===== config.mk =====
export PLATFORM = sky130hd
export DESIGN_NAME = div_unit
export DESIGN_NICKNAME = d
export VERILOG_FILES = /design/src/rtl/div_unit_pkg.sv /design/src/rtl/div_unit_step.sv /design/src/rtl/div_unit.sv
export SDC_FILE = /design/constraint.sdc
export NUM_CORES = 1
export LEC_CHECK = 0
export CAP_MARGIN = 20
export CORE_MARGIN = 3
export CORE_UTILIZATION = 50
export CTS_BUF_LIST = sky130_fd_sc_hd__clkbuf_4 sky130_fd_sc_hd__clkbuf_8
export DETAILED_ROUTE_END_ITERATION = 10
export MAX_ROUTING_LAYER = met4
export PLACE_DENSITY = 0.73
export SYNTH_ARGS = -nofsm -noshare
export SYNTH_HDL_FRONTEND = slang
export SYNTH_SLANG_ARGS = --single-unit

===== constraint.sdc =====
create_clock -name clk -period 5.3 [get_ports clk]
set_input_delay 1.325 -clock clk [delete_from_list [all_inputs] [get_ports clk]]
set_output_delay 1.325 -clock clk [all_outputs]
set_load 0.01 [all_outputs]

===== src/rtl/div_unit_pkg.sv =====
// Shared constants for the iterative divider: MIPS funct codes and FSM state encoding.
package div_unit_pkg;

  localparam int FUNCT_W = 6;
  localparam logic [FUNCT_W-1:0] FUNCT_DIV  = 6'b011010;
  localparam logic [FUNCT_W-1:0] FUNCT_DIVU = 6'b011011;

  typedef enum logic [1:0] {
    DIV_IDLE = 2'b00,
    DIV_BUSY = 2'b01,
    DIV_FIX  = 2'b10,
    DIV_DONE = 2'b11
  } div_state_e;

endpackage


===== src/rtl/div_unit_step.sv =====
// One combinational restoring-division step on a packed {rem, quo} pair.
module div_unit_step #(
  parameter int DATA_WIDTH = 32
) (
  input  logic [2*DATA_WIDTH-1:0] rq_in,
  input  logic [DATA_WIDTH-1:0]   divisor,
  output logic [2*DATA_WIDTH-1:0] rq_out
);

  logic [DATA_WIDTH:0]   shifted;
  logic [DATA_WIDTH-1:0] diff;

  always_comb begin
    // Carry bit keeps the trial compare exact when the divisor uses the top bit.
    shifted = rq_in[2*DATA_WIDTH-1:DATA_WIDTH-1];
    diff    = shifted[DATA_WIDTH-1:0] - divisor;
    if (shifted >= {1'b0, divisor}) begin
      rq_out = {diff, rq_in[DATA_WIDTH-2:0], 1'b1};
    end else begin
      rq_out = {shifted[DATA_WIDTH-1:0], rq_in[DATA_WIDTH-2:0], 1'b0};
    end
  end

endmodule


===== src/rtl/div_unit.sv =====
// Multi-cycle restoring divider for MIPS DIV/DIVU; result is {remainder, quotient}.
// Optional macro DIV_EARLY_OUT_EN skips the loop for zero divisor or |op1| < |op2|.
// Handshake: div_en is sampled only in IDLE; done pulses for one cycle with result_div
// valid in that cycle; flush aborts any active operation and gates done the same cycle.
module div_unit
  import div_unit_pkg::*;
#(
  parameter int DATA_WIDTH = 32,
  parameter int RADIX_BITS = 1
) (
  input  logic                    clk,
  input  logic                    rst_n,
  input  logic [FUNCT_W-1:0]      funct,
  input  logic                    div_en,
  input  logic                    flush,
  input  logic [DATA_WIDTH-1:0]   operand_1,
  input  logic [DATA_WIDTH-1:0]   operand_2,
  output logic                    done,
  output logic [2*DATA_WIDTH-1:0] result_div,
  output logic                    busy,
  output div_state_e              state_dbg
);

  localparam int STEPS = DATA_WIDTH / RADIX_BITS;
  localparam int CNT_W = $clog2(STEPS) + 1;

  div_state_e state_q, state_d;

  logic [DATA_WIDTH-1:0] rem_q, quo_q, dvsr_q;
  logic [CNT_W-1:0]      cnt_q;
  logic                  sign_q, sign_r;

  logic                  is_signed, neg1, neg2, start, early;
  logic [DATA_WIDTH-1:0] mag1, mag2, rem_fix, quo_fix;
  logic [2*DATA_WIDTH-1:0] chain [RADIX_BITS+1];

  assign is_signed = (funct == FUNCT_DIV);
  assign neg1      = is_signed & operand_1[DATA_WIDTH-1];
  assign neg2      = is_signed & operand_2[DATA_WIDTH-1];
  assign mag1      = neg1 ? (~operand_1 + 1'b1) : operand_1;
  assign mag2      = neg2 ? (~operand_2 + 1'b1) : operand_2;
  assign start     = (state_q == DIV_IDLE) && div_en && !flush;

`ifdef DIV_EARLY_OUT_EN
  assign early = (mag2 == '0) || (mag1 < mag2);
`else
  assign early = 1'b0;
`endif

  assign chain[0] = {rem_q, quo_q};
  for (genvar g = 0; g < RADIX_BITS; g++) begin : g_step
    div_unit_step #(.DATA_WIDTH(DATA_WIDTH)) u_step (
      .rq_in  (chain[g]),
      .divisor(dvsr_q),
      .rq_out (chain[g+1])
    );
  end

  assign rem_fix = sign_r ? (~rem_q + 1'b1) : rem_q;
  assign quo_fix = sign_q ? (~quo_q + 1'b1) : quo_q;

  always_ff @(posedge clk or negedge rst_n) begin
    if (!rst_n) state_q <= DIV_IDLE;
    else        state_q <= state_d;
  end

  always_comb begin
    state_d = state_q;
    case (state_q)
      DIV_IDLE: if (start) state_d = early ? DIV_FIX : DIV_BUSY;
      DIV_BUSY: begin
        if (flush)                      state_d = DIV_IDLE;
        else if (cnt_q == CNT_W'(1))    state_d = DIV_FIX;
      end
      DIV_FIX:  state_d = flush ? DIV_IDLE : DIV_DONE;
      DIV_DONE: state_d = DIV_IDLE;
      default:  state_d = DIV_IDLE;
    endcase
  end

  always_ff @(posedge clk or negedge rst_n) begin
    if (!rst_n) begin
      rem_q      <= '0;
      quo_q      <= '0;
      dvsr_q     <= '0;
      cnt_q      <= '0;
      sign_q     <= 1'b0;
      sign_r     <= 1'b0;
      result_div <= '0;
    end else begin
      if (start) begin
        // Early-out preloads the final answer: quotient 0, remainder = |dividend|.
        rem_q  <= early ? mag1 : '0;
        quo_q  <= early ? '0 : mag1;
        dvsr_q <= mag2;
        cnt_q  <= CNT_W'(STEPS);
        sign_q <= neg1 ^ neg2;
        sign_r <= neg1;
      end else if (state_q == DIV_BUSY && !flush) begin
        {rem_q, quo_q} <= chain[RADIX_BITS];
        cnt_q          <= cnt_q - CNT_W'(1);
      end
      if (state_q == DIV_FIX && !flush) begin
        result_div <= {rem_fix, quo_fix};
      end
    end
  end

  assign done      = (state_q == DIV_DONE) && !flush;
  assign busy      = (state_q == DIV_BUSY) || (state_q == DIV_FIX);
  assign state_dbg = state_q;

endmodule


==> results.ini <==
[cts]
tritoncts = done
clockBufferDepth = 2
clk_latency_ns = 0.47
cts_hold_buf = 0
ctsResizeCount = 0
clkTransAtPathRegs_ns = 0.10
numCtsBuffers = 17
post_cts_buffers = 0
root_buffer = clkbuf_8
htree_levels = 4
clock-sinks = 170

[critical_path]
critPathLaunchType = input port
r2r-end = rem_q[0]
rr_worst_depth = 10
endpoint_kind = flip-flop
crit_type = in2reg
path_common_cell = nor4_1
ff2ff_setup_slack_ns = 1.50
r2r_start = rem_q[4]
cp.required_ns = 5.69
slowest_stage = nor4_1
cp.arrival_ns = 4.37
crit_chain = clkdlybuf4s50_1 > nor4_1 > nand3_1 > nor4_1 > nand3_1 > nor4_1 > a21oi_1 > xnor2_1 > a21oi_1
cp_max_fo = 5
critPathMaxStageDelay_ns = 0.61

[placed_design]
placed_cells = 1731
port_buffers = 141
globalplace.congestion = 0.940
dpl.hpwl_microns = 22700
place_ws_ns = 0.942
placed_area_sq_um = 12900

[yosys]
synth_mux_area_share_pct = 2.67
synth_ff_type = dfrtp_1
yosysUniqueCellTypes = 63
synthCells = 1369
synth_xor_area_share_pct = 11.6
yosys.area_share.simple_pct = 19.0
ys_seq_area_share_pct = 37.6
synth_top_family_by_area = compound AO/OA/AOI/OAI gates
async_flop_share_pct = 100
synth_edf_count = 0
synthesis.nets = 1487
ys_seq_elements = 170
synthesis.area_sq_um = 11300
synth_area_per_cell_sq_um = 8.26
synth_compound_area_share_pct = 19.7
ys.warnings.count = 0
synthAdderAreaFrac_pct = 4.93

[timing]
tightest_slew_ns = 0.974
grt_setup_unrepaired = no
timing.final.ws_setup_ns = 1.32
fin_crit_sh_pct = 75.1
timing.final.hold_violations = 0
setup_viol = 0
slew-limit-headroom_pct = 34.9
hold_ws_ns = 0.486
setup_tns_ns = 0
slew_violations = 0
fmax_mhz = 251
finClkSkew_ns = 0.0168
period_minus_slack_ns = 3.98

[global_route]
antenna_found_initial = 0
grt.overflow.total = 0
first_global_vias = 9332
grt_max_degree = 131
grt_pass1_wl_microns = 48300
grt_usage_pct = 25.2

[floorplanning]
core-area_sq_um = 22000
dieArea_sq_um = 24500
die-height_microns = 156
die_x_microns = 156
num_rows = 54
start_util_pct = 51.3
ios = 142

[final_layout]
fillers = 2013
final_area_sq_um = 13400
seq_area_sq_um = 4250
nets = 1590
fin_cells = 1765
area_growth_pct = 18.1
diodes = 0
drive_gt1_share_pct = 4.24
mostFrequentLayoutCell = nand2_1
multi_input_area_sq_um = 6580
layout_common_cells = 262 x nand2_1, 180 x o21ai_0, 170 x dfrtp_1

[route]
antenna_left = 0
routed_wl_microns = 29700
vias = 10000
drc = 0
drtIter0Drc = 679
routedWlPerCell_microns = 16.8
dr.pass1.iters = 7
viasPerCell = 5.67

[power]
pwr-share-clk_pct = 11.7
power.internal_mw = 4.42
p_sw_mw = 3.90
vdd_drop_max_mv = 0.301
swShare_pct = 46.9
p_leak_nw = 5.60
combPwrFrac_pct = 57.0
powerDensity_nw_per_um2 = 623
power_frac_seq_pct = 31.4

[hold_path]
holdPathStages = 2
worst_hold_path_type = reg2reg
hold_path_end = result_div[60]
hp-start = result_div[60]

[job]
drv_cap = 0

[run_status]
status = completed

[routing by layer]
layer	vias to the layer above	track usage, %	wire length [microns]
met5	-	-	0
met1	4712	38.4	14900
met4	0	4.75	227
met2	301	35.9	12800
met3	23	3.84	1770
li1	4969	-	-
[sequential cells by signal (all words and copies together) (netlist names)]
name / cells
result_div: 64
state_dbg: 2
sign_q: 1
quo_q: 32
rem_q: 32
cnt_q: 6
dvsr_q: 32
sign_r: 1
[cells in the mapped netlist (10+ instances only)]
library cell	number	area, sq um
a31oi_1	29	181
o31ai_1	31	233
nand3_1	21	105
o21ai_0	180	901
nor3_1	20	100
o41ai_1	11	96.3
nand2_1	262	983
nor2_1	84	315
nor4_1	13	81.3
nand2b_1	12	75.1
xnor2_1	60	526
inv_1	57	214
or3_1	10	62.6
xor2_1	90	788
mux2i_1	29	290
ha_1	43	538
clkbuf_1	61	229
dfrtp_1	170	4250
a21oi_1	67	335
[stage by stage]
stage                     utilization (%)  total power, mW
after floorplan                         -             5.71
after global placement               58.5             7.22
after detailed placement             58.5             7.32
after CTS                            60.4             8.30
after global routing                 60.6             9.04
final                                60.6             8.32
[area by class of cell]
type / instances / share of cell area, %
clock buffers: 17 / 1.75
clock inverters: 15 / 1.37
inverters: 57 / 1.60
multi-input cells: 1074 / 49.2
flip-flops and latches: 170 / 31.8
well taps: 280 / 2.62
repair buffers: 152 / 11.6
[worst max-delay path: cells and delay by family]
family | cells | cell delay (ns)
buf+inv | 1 | 0.49
xor+xnor | 1 | 0.15
simple gates | 5 | 2.09
compound gates | 2 | 0.31
[worst max path at each step]
stage	to	cells past startpoint	start
6_report	quo_q[28]	9	operand_1[2]
5_1_grt	quo_q[28]	9	operand_1[2]
4_1_cts	done	3	flush
3_5_place_dp	quo_q[30]	9	operand_1[2]
3_3_place_gp	dvsr_q[27]	9	operand_2[1]
2_1_floorplan	dvsr_q[27]	8	operand_2[1]
[cells by family after synthesis]
group	count (synthesis)
buf+inv	125
compound gates	371
xor+xnor	150
mux	30
simple gates	479
flops	170
fa+ha+maj	44
[power groups by stage]
stage | combinational [mW] | sequential (mW) | clock [mW]
after floorplan | 3.26 | 2.45 | 0
after global placement | 4.63 | 2.59 | 0
after detailed placement | 4.70 | 2.62 | 0
after CTS | 4.72 | 2.59 | 0.988
after global routing | 5.30 | 2.69 | 1.04
final | 4.74 | 2.61 | 0.970
(Power assumes the default switching activity.)
